===== src/rtl/exec_sequencer.sv =====
// rtl/exec_sequencer.sv - operand-fetch/writeback stage with 16x16 register file around an external ALU
// Optional build macro: RF_ZERO_REG_EN (register 0 hardwired to zero).
module exec_sequencer #(
  parameter int DATA_W = 16,
  parameter int ADR_W  = 4,
  parameter int OP_W   = 4
) (
  input  logic                      clk,
  input  logic                      reset,
  input  logic [OP_W+3*ADR_W-1:0]   instr,
  input  logic                      instr_valid,
  output logic                      instr_ready,
  input  logic                      ld_en,
  input  logic [ADR_W-1:0]          ld_adr,
  input  logic [DATA_W-1:0]         ld_data,
  output logic [DATA_W-1:0]         alu_R,
  output logic [DATA_W-1:0]         alu_S,
  output logic [OP_W-1:0]           alu_op,
  input  logic [DATA_W-1:0]         alu_Y,
  input  logic                      alu_N,
  input  logic                      alu_Z,
  input  logic                      alu_C,
  output logic [2:0]                flags,
  output logic                      done,
  input  logic [ADR_W-1:0]          dbg_adr,
  output logic [DATA_W-1:0]         dbg_data
);

  localparam int NREGS = 2 ** ADR_W;
`ifdef RF_ZERO_REG_EN
  localparam bit ZERO_EN = 1'b1;
`else
  localparam bit ZERO_EN = 1'b0;
`endif

  typedef enum logic [1:0] {S_IDLE, S_READ, S_EXEC, S_WB} state_t;

  state_t            state;
  logic [OP_W-1:0]   op_q;
  logic [ADR_W-1:0]  w_q, r_q, s_q;
  logic [DATA_W-1:0] op_r, op_s, y_q;
  logic [2:0]        flags_q;
  logic [DATA_W-1:0] rf [NREGS];
  logic              nop;

  function automatic logic [DATA_W-1:0] rf_rd(input logic [ADR_W-1:0] adr);
    if (ZERO_EN && adr == '0) return '0;
    return rf[adr];
  endfunction

  function automatic logic wr_ok(input logic [ADR_W-1:0] adr);
    return !(ZERO_EN && adr == '0);
  endfunction

  // Top three opcodes are unused by the ALU and treated as no-operations.
  assign nop = (op_q >= OP_W'(13));

  always_ff @(posedge clk or negedge reset) begin
    if (!reset) begin
      state   <= S_IDLE;
      op_q    <= '0;
      w_q     <= '0;
      r_q     <= '0;
      s_q     <= '0;
      op_r    <= '0;
      op_s    <= '0;
      y_q     <= '0;
      flags_q <= 3'b000;
      for (int i = 0; i < NREGS; i++) rf[i] <= '0;
    end else begin
      case (state)
        S_IDLE: begin
          if (ld_en) begin
            if (wr_ok(ld_adr)) rf[ld_adr] <= ld_data;
          end else if (instr_valid) begin
            {op_q, w_q, r_q, s_q} <= instr;
            state <= S_READ;
          end
        end
        S_READ: begin
          op_r  <= rf_rd(r_q);
          op_s  <= rf_rd(s_q);
          state <= S_EXEC;
        end
        S_EXEC: begin
          if (!nop) begin
            y_q     <= alu_Y;
            flags_q <= {alu_N, alu_Z, alu_C};
          end
          state <= S_WB;
        end
        S_WB: begin
          if (!nop && wr_ok(w_q)) rf[w_q] <= y_q;
          state <= S_IDLE;
        end
        default: state <= S_IDLE;
      endcase
    end
  end

  assign instr_ready = (state == S_IDLE) && !ld_en;
  assign done        = (state == S_WB);
  assign alu_op      = (state == S_EXEC) ? op_q : '0;
  assign alu_R       = op_r;
  assign alu_S       = op_s;
  assign flags       = flags_q;
  // Combinational read: a same-cycle write is seen only after the edge.
  assign dbg_data    = rf_rd(dbg_adr);

endmodule


===== config.mk =====
export PLATFORM = sky130hd
export DESIGN_NAME = exec_sequencer
export DESIGN_NICKNAME = d
export VERILOG_FILES = /design/src/rtl/exec_sequencer.sv
export SDC_FILE = /design/constraint.sdc
export NUM_CORES = 1
export LEC_CHECK = 0
export ABC_AREA = 1
export BUFFER_PORTS_ARGS = -buffer_cell sky130_fd_sc_hd__buf_4
export CAP_MARGIN = 20
export CELL_PAD_IN_SITES_DETAIL_PLACEMENT = 1
export CELL_PAD_IN_SITES_GLOBAL_PLACEMENT = 1
export CORE_MARGIN = 8
export CORE_UTILIZATION = 45
export CTS_CLUSTER_SIZE = 40
export DETAILED_ROUTE_END_ITERATION = 16
export PLACE_DENSITY_LB_ADDON = 0.1
export SETUP_SLACK_MARGIN = 0.2
export SYNTH_ARGS = -nofsm -noshare
export SYNTH_HDL_FRONTEND = slang
export SYNTH_SLANG_ARGS = --single-unit

===== constraint.sdc =====
create_clock -name clk -period 2.1 [get_ports clk]
set_clock_uncertainty 0.1 [all_clocks]
set_input_delay 0.315 -clock clk [delete_from_list [all_inputs] [get_ports clk]]
set_output_delay 0.315 -clock clk [all_outputs]
set_load 0.02 [all_outputs]

==> results of run 1 <==
==> per-layer routing <==
metal	global-route usage, %	GRT overflow
met1	79.8	23
met2	93.2	189
met3	76.3	21
met4	83.3	135
met5	50.4	4
==> stage by stage <==
stage               setup TNS (ps)  setup WS, ps  hold slack (ps)
detailed placement            -239         -83.3              158
global placement             -62.8         -41.9              154
CTS                          -1940          -156             94.1
floorplan                        0           206            -80.6
==> cells by family after synthesis <==
group	count (synthesis)	synth area share (%)
buffers and inverters	455	8.64
muxes	22	1.11
adders and majority gates	5	0.279
AOI/OAI and AO/OA	693	17.5
DFF	325	36.3
and+or+nand+nor	1926	36.1
==> cell usage after synthesis (all sizes together) <==
cell and number:
a21oi 80, buf 151, clkbuf 141, clkinv 2, dfrtp 325, ha 5, inv 161, mux2 22
nand2 1371, nand3 512, nor2 43, o211ai 48, o21ai 309, o22ai 256
==> timing repair <==
| action | CTS |
|---|---|
| pin swaps | 92 |
| resized for setup | 604 |
| hold endpoints to repair | 207 |
| buffers inserted | 142 |
| cloned | 33 |
| hold buffers | 36 |
| setup endpoints to repair | 292 |
==> qor.txt, run 1 <==
PortBufs = 119
CTS buffer count = 41
Mapped Avg Cell Area = 6.53 µm²
die boundary height = 239 µm
die width = 239 µm
GRT Total Usage = 82.5%
status = did not finish
area leader, netlist = dfrtp_1
Error = [ERROR GRT-0232] Routing congestion too high. Check the congestion heatmap in the GUI.
share of the synthesized area in the top cell type = 36.3%
Area contributors post-synth = dfrtp_1 36%, nand2_1 23%, nand3_1 11%
deepest clock path buffer count = 3
placed insts = 4,137
GP Congestion = 0.994
Yosys cell types = 26
Post-Syn Nets = 3,494
Stopped at = global routing (5_1_grt)
Syn Inst Count = 3,426
largest net degree at the start of global routing = 61
CTS Sinks = 325
DP Area = 25,300 µm²
post-synthesis cell area = 22,400 µm²
Ports = 120
grt ovf = 372
initial antenna violation count = 17
Worst EP kind = top-level output
yosys warns = 0
Yosys reg bits = 325
sequential share of the synthesized area = 36.3%
Final HPWL DP = 78,900 µm
Starting Density = 45.6%
# rows = 81
worst-path endpoint after global-route repair_timing = dbg_data[5]
Root Buffer = clkbuf_16
H-tree depth = 2
==> run 2, diff against run 1 <==
==> config.mk (replaced) <==
export PLATFORM = sky130hd
export DESIGN_NAME = exec_sequencer
export DESIGN_NICKNAME = d
export VERILOG_FILES = /design/src/rtl/exec_sequencer.sv
export SDC_FILE = /design/constraint.sdc
export NUM_CORES = 1
export LEC_CHECK = 0
export ABC_AREA = 1
export BUFFER_PORTS_ARGS = -buffer_cell sky130_fd_sc_hd__buf_4
export CAP_MARGIN = 20
export CORE_MARGIN = 8
export CORE_UTILIZATION = 35
export DETAILED_ROUTE_END_ITERATION = 16
export PLACE_DENSITY_LB_ADDON = 0.15
export SYNTH_ARGS = -nofsm -noshare
export SYNTH_HDL_FRONTEND = slang
export SYNTH_SLANG_ARGS = --single-unit
==> run 2 against run 1 <==
Net effect: the flow now finishes, with violations (negative setup slack); synthesized cell count did not move; synthesized area did not move.
==> qor.txt, run 2 <==
GRT Total Usage = 29.7%
H-tree depth = 2 (unchanged)
post-synthesis cell area = 22,400 µm² (unchanged)
maximum VDD drop = 0.982 mV
Worst EP arrival = 1760 ps
# rows = 92 (was 81)
CP startpoint kind = flip-flop
share of the synthesized area in the top cell type = 36.3% (unchanged)
register share of total power = 23.7%
FF-to-FF Start = s_q[0]$_DFFE_PN0P_
library cell with the highest instance count after synthesis = nand2_1 (unchanged)
Hold Path Cell Cnt = 4
Setup Crit Path Kind = reg -> out
cell count of the worst reg-to-reg path = 10
Worst EP required = 1680 ps
Post-Syn Nets = 3,494 (unchanged)
prevailing post-synth register cell = dfrtp_1 (unchanged)
Avg Vias per Cell = 5.79
wirelength, routed = 112,000 µm
GP Congestion = 0.931 (was 0.994)
M3 GR Usage = 7.48%
hold slack = 74.4 ps
sw power = 23.2 mW
Mapped Avg Cell Area = 6.53 µm² (unchanged)
vias in the first global route = 24.6k
post-route ant nets = 0
final hold violations = 0
Worst setup EP type = primary output
CTS buffer count = 43 (was 41)
CTS Sinks = 325 (unchanged)
area leader, netlist = dfrtp_1 (unchanged)
Pint = 23.1 mW
via count = 26.4k
Ports = 120 (unchanged)
failing checks = negative setup slack
Power Density = 1580 nW/µm²
met1 Use GR = 39.3%
Biggest register = rf
total leakage power = 13.4 nW
RSZ-0062 raised after global routing = yes
Final setup viols = 10
Area Overhead vs Synth = 30.6%
per-cell routed wire length = 24.5 µm
placed insts = 4,314 (was 4,137)
number of fill cells in the layout = 6,395
Post-synth EDFFs = 0 (unchanged)
Starting DRT DRC Count = 3,294
worst-path fanout max = 2
largest net degree at the start of global routing = 58
sequential share of the synthesized area = 36.3% (unchanged)
commonest non-fill, non-tap cells in the layout = 1,326 x nand2_1, 481 x nand3_1, 343 x buf_4
grt peak-use layer = met2
Hold/Removal Path Class = in -> reg
area of the multi-input gates = 12,800 µm²
CTS tree = yes
Sw Ratio = 50.1%
clock slew at reported path FFs = 60 ps
Syn Inst Count = 3,426 (unchanged)
full die area = 72,300 µm²
Area contributors post-synth = dfrtp_1 36%, nand2_1 23%, nand3_1 11% (unchanged)
Clk network pwr share = 16.3%
reg2reg end = alu_S[0]$_DFFE_PN0N_
Sequential Area = 8160 µm²
Critical Path End = dbg_data[12]
Tot Pwr = 46.3 mW
# Max-Cap Violations = 0
Final Critical Period = 2170 ps
Yosys reg bits = 325 (unchanged)
Yosys cell types = 26 (unchanged)
met2 usage = 44.8%
Final HPWL DP = 72,100 µm (was 78,900 µm)
die boundary height = 269 µm (was 239 µm)
die width = 269 µm (was 239 µm)
grt ovf = 0
initial antenna violation count = 1
Remaining DRCs = 0
core area = 63,200 µm²
worst skew pair latency = 610 ps
Starting Density = 35.4% (was 45.6%)
max reg flops = 256
ant diodes = 0
PortBufs = 119 (unchanged)
f_max = 0.461 GHz
slew margin rel. = 58.7%
fraction of registers with async set/reset = 100% (unchanged)
yosys warns = 0 (unchanged)
commonest non-fill, non-tap cell in the layout = nand2_1
DRT Pass-1 Iters = 6
Synth top cells by count = 1,349 x nand2_1, 512 x nand3_1, 325 x dfrtp_1 (unchanged)
status = complete, but fails checks (was did not finish)
final worst path period share = 103%
PnR worst setup slack = -70.1 ps
deepest clock path buffer count = 3 (unchanged)
fraction of layout cells with a size suffix above 1 = 20.3%
Logic pwr share = 60.0%
setup slack, reg-to-reg = 70 ps
first-pass GRT wire length = 162,000 µm
Final Max Tran Viols = 0
Worst Tran Pin Value = 615 ps
Root Buffer = clkbuf_16 (unchanged)
non-filler cells, final = 4,560
nets = 3,751
CP Launch Point = rf[156]$_DFFE_PN0P_
run 2: kinds of logic (layout without fill, tap and decap cells):
family	after synthesis	in the layout	synth area share, %
DFF	325	325	36.3
buffers and inverters	455	743	8.64
and+or+nand+nor	1926	1926	36.1
adders and majority gates	5	5	0.279
AOI/OAI and AO/OA	693	693	17.5
muxes	22	22	1.11
run 2: worst max-delay path, cell delays in order (launching register included):
cell and delay (ps):
dfrtp_1 450, o211ai_1 220, nand3_2 140, nand3_4 140, nand2_4 70, buf_6 130
run 2: power groups by stage:
stage | clock (mW) | sequential, mW | combinational [mW]
3_3_place_gp | 0 | 11.0 | 24.1
5_1_grt | 7.86 | 11.2 | 29.5
2_1_floorplan | 0 | 10.6 | 13.4
4_1_cts | 7.62 | 10.8 | 25.6
3_5_place_dp | 0 | 11.1 | 24.2
6_report | 7.53 | 11.0 | 27.8
run 2: metrics by stage:
stage                     cell area, µm²  TNS, ps  setup slack, ps  util [%]
after floorplan                    22400        0             26.9         -
after global placement             25800    -5.22            -3.46      40.8
after detailed placement           25800    -10.7            -10.7      40.8
after CTS                          28400     -395             -102      45.0
after global routing               29200    -1040             -104      46.3
final                              29200     -388            -70.1      46.3
run 2: area by class of cell:
| class | instances | share of cell area, % |
|---|---|---|
| clock buffer | 59 | 4.27 |
| tap | 846 | 3.62 |
| inverter | 163 | 2.11 |
| sequential | 325 | 27.9 |
| timing repair buffer | 504 | 17.9 |
| clock inverter | 17 | 0.526 |
| multi-input combinational | 2646 | 43.6 |
run 2: worst min-delay path by stage:
stage	start	end	slack, ps
floorplan	reset	alu_R[0]$_DFFE_PN0N_	-80
global placement	reset	flags[0]$_DFFE_PN0P_	130
detailed placement	reset	flags[0]$_DFFE_PN0P_	140
CTS	ld_en	state[1]$_DFFE_PN0P_	40
global route	reset	flags[0]$_DFFE_PN0P_	100
finish	ld_en	state[1]$_DFFE_PN0P_	70
run 2: per-layer routing:
metal  vias up  routed length (µm)
li1      12000                   -
met1     12400               44300
met2      1666               47500
met3       348               13800
met4         0                6310
met5         -                   0
run 2: timing repair:
item                                    CTS  global route
endpoints found under the setup margin   43           252
hold buffers                             36             0
gates resized for setup                 110           109
pin swaps                                50            57
buffers inserted                         72            58
endpoints found under the hold margin   360             0
gates cloned                              0             5
(Power assumes the default switching activity.)
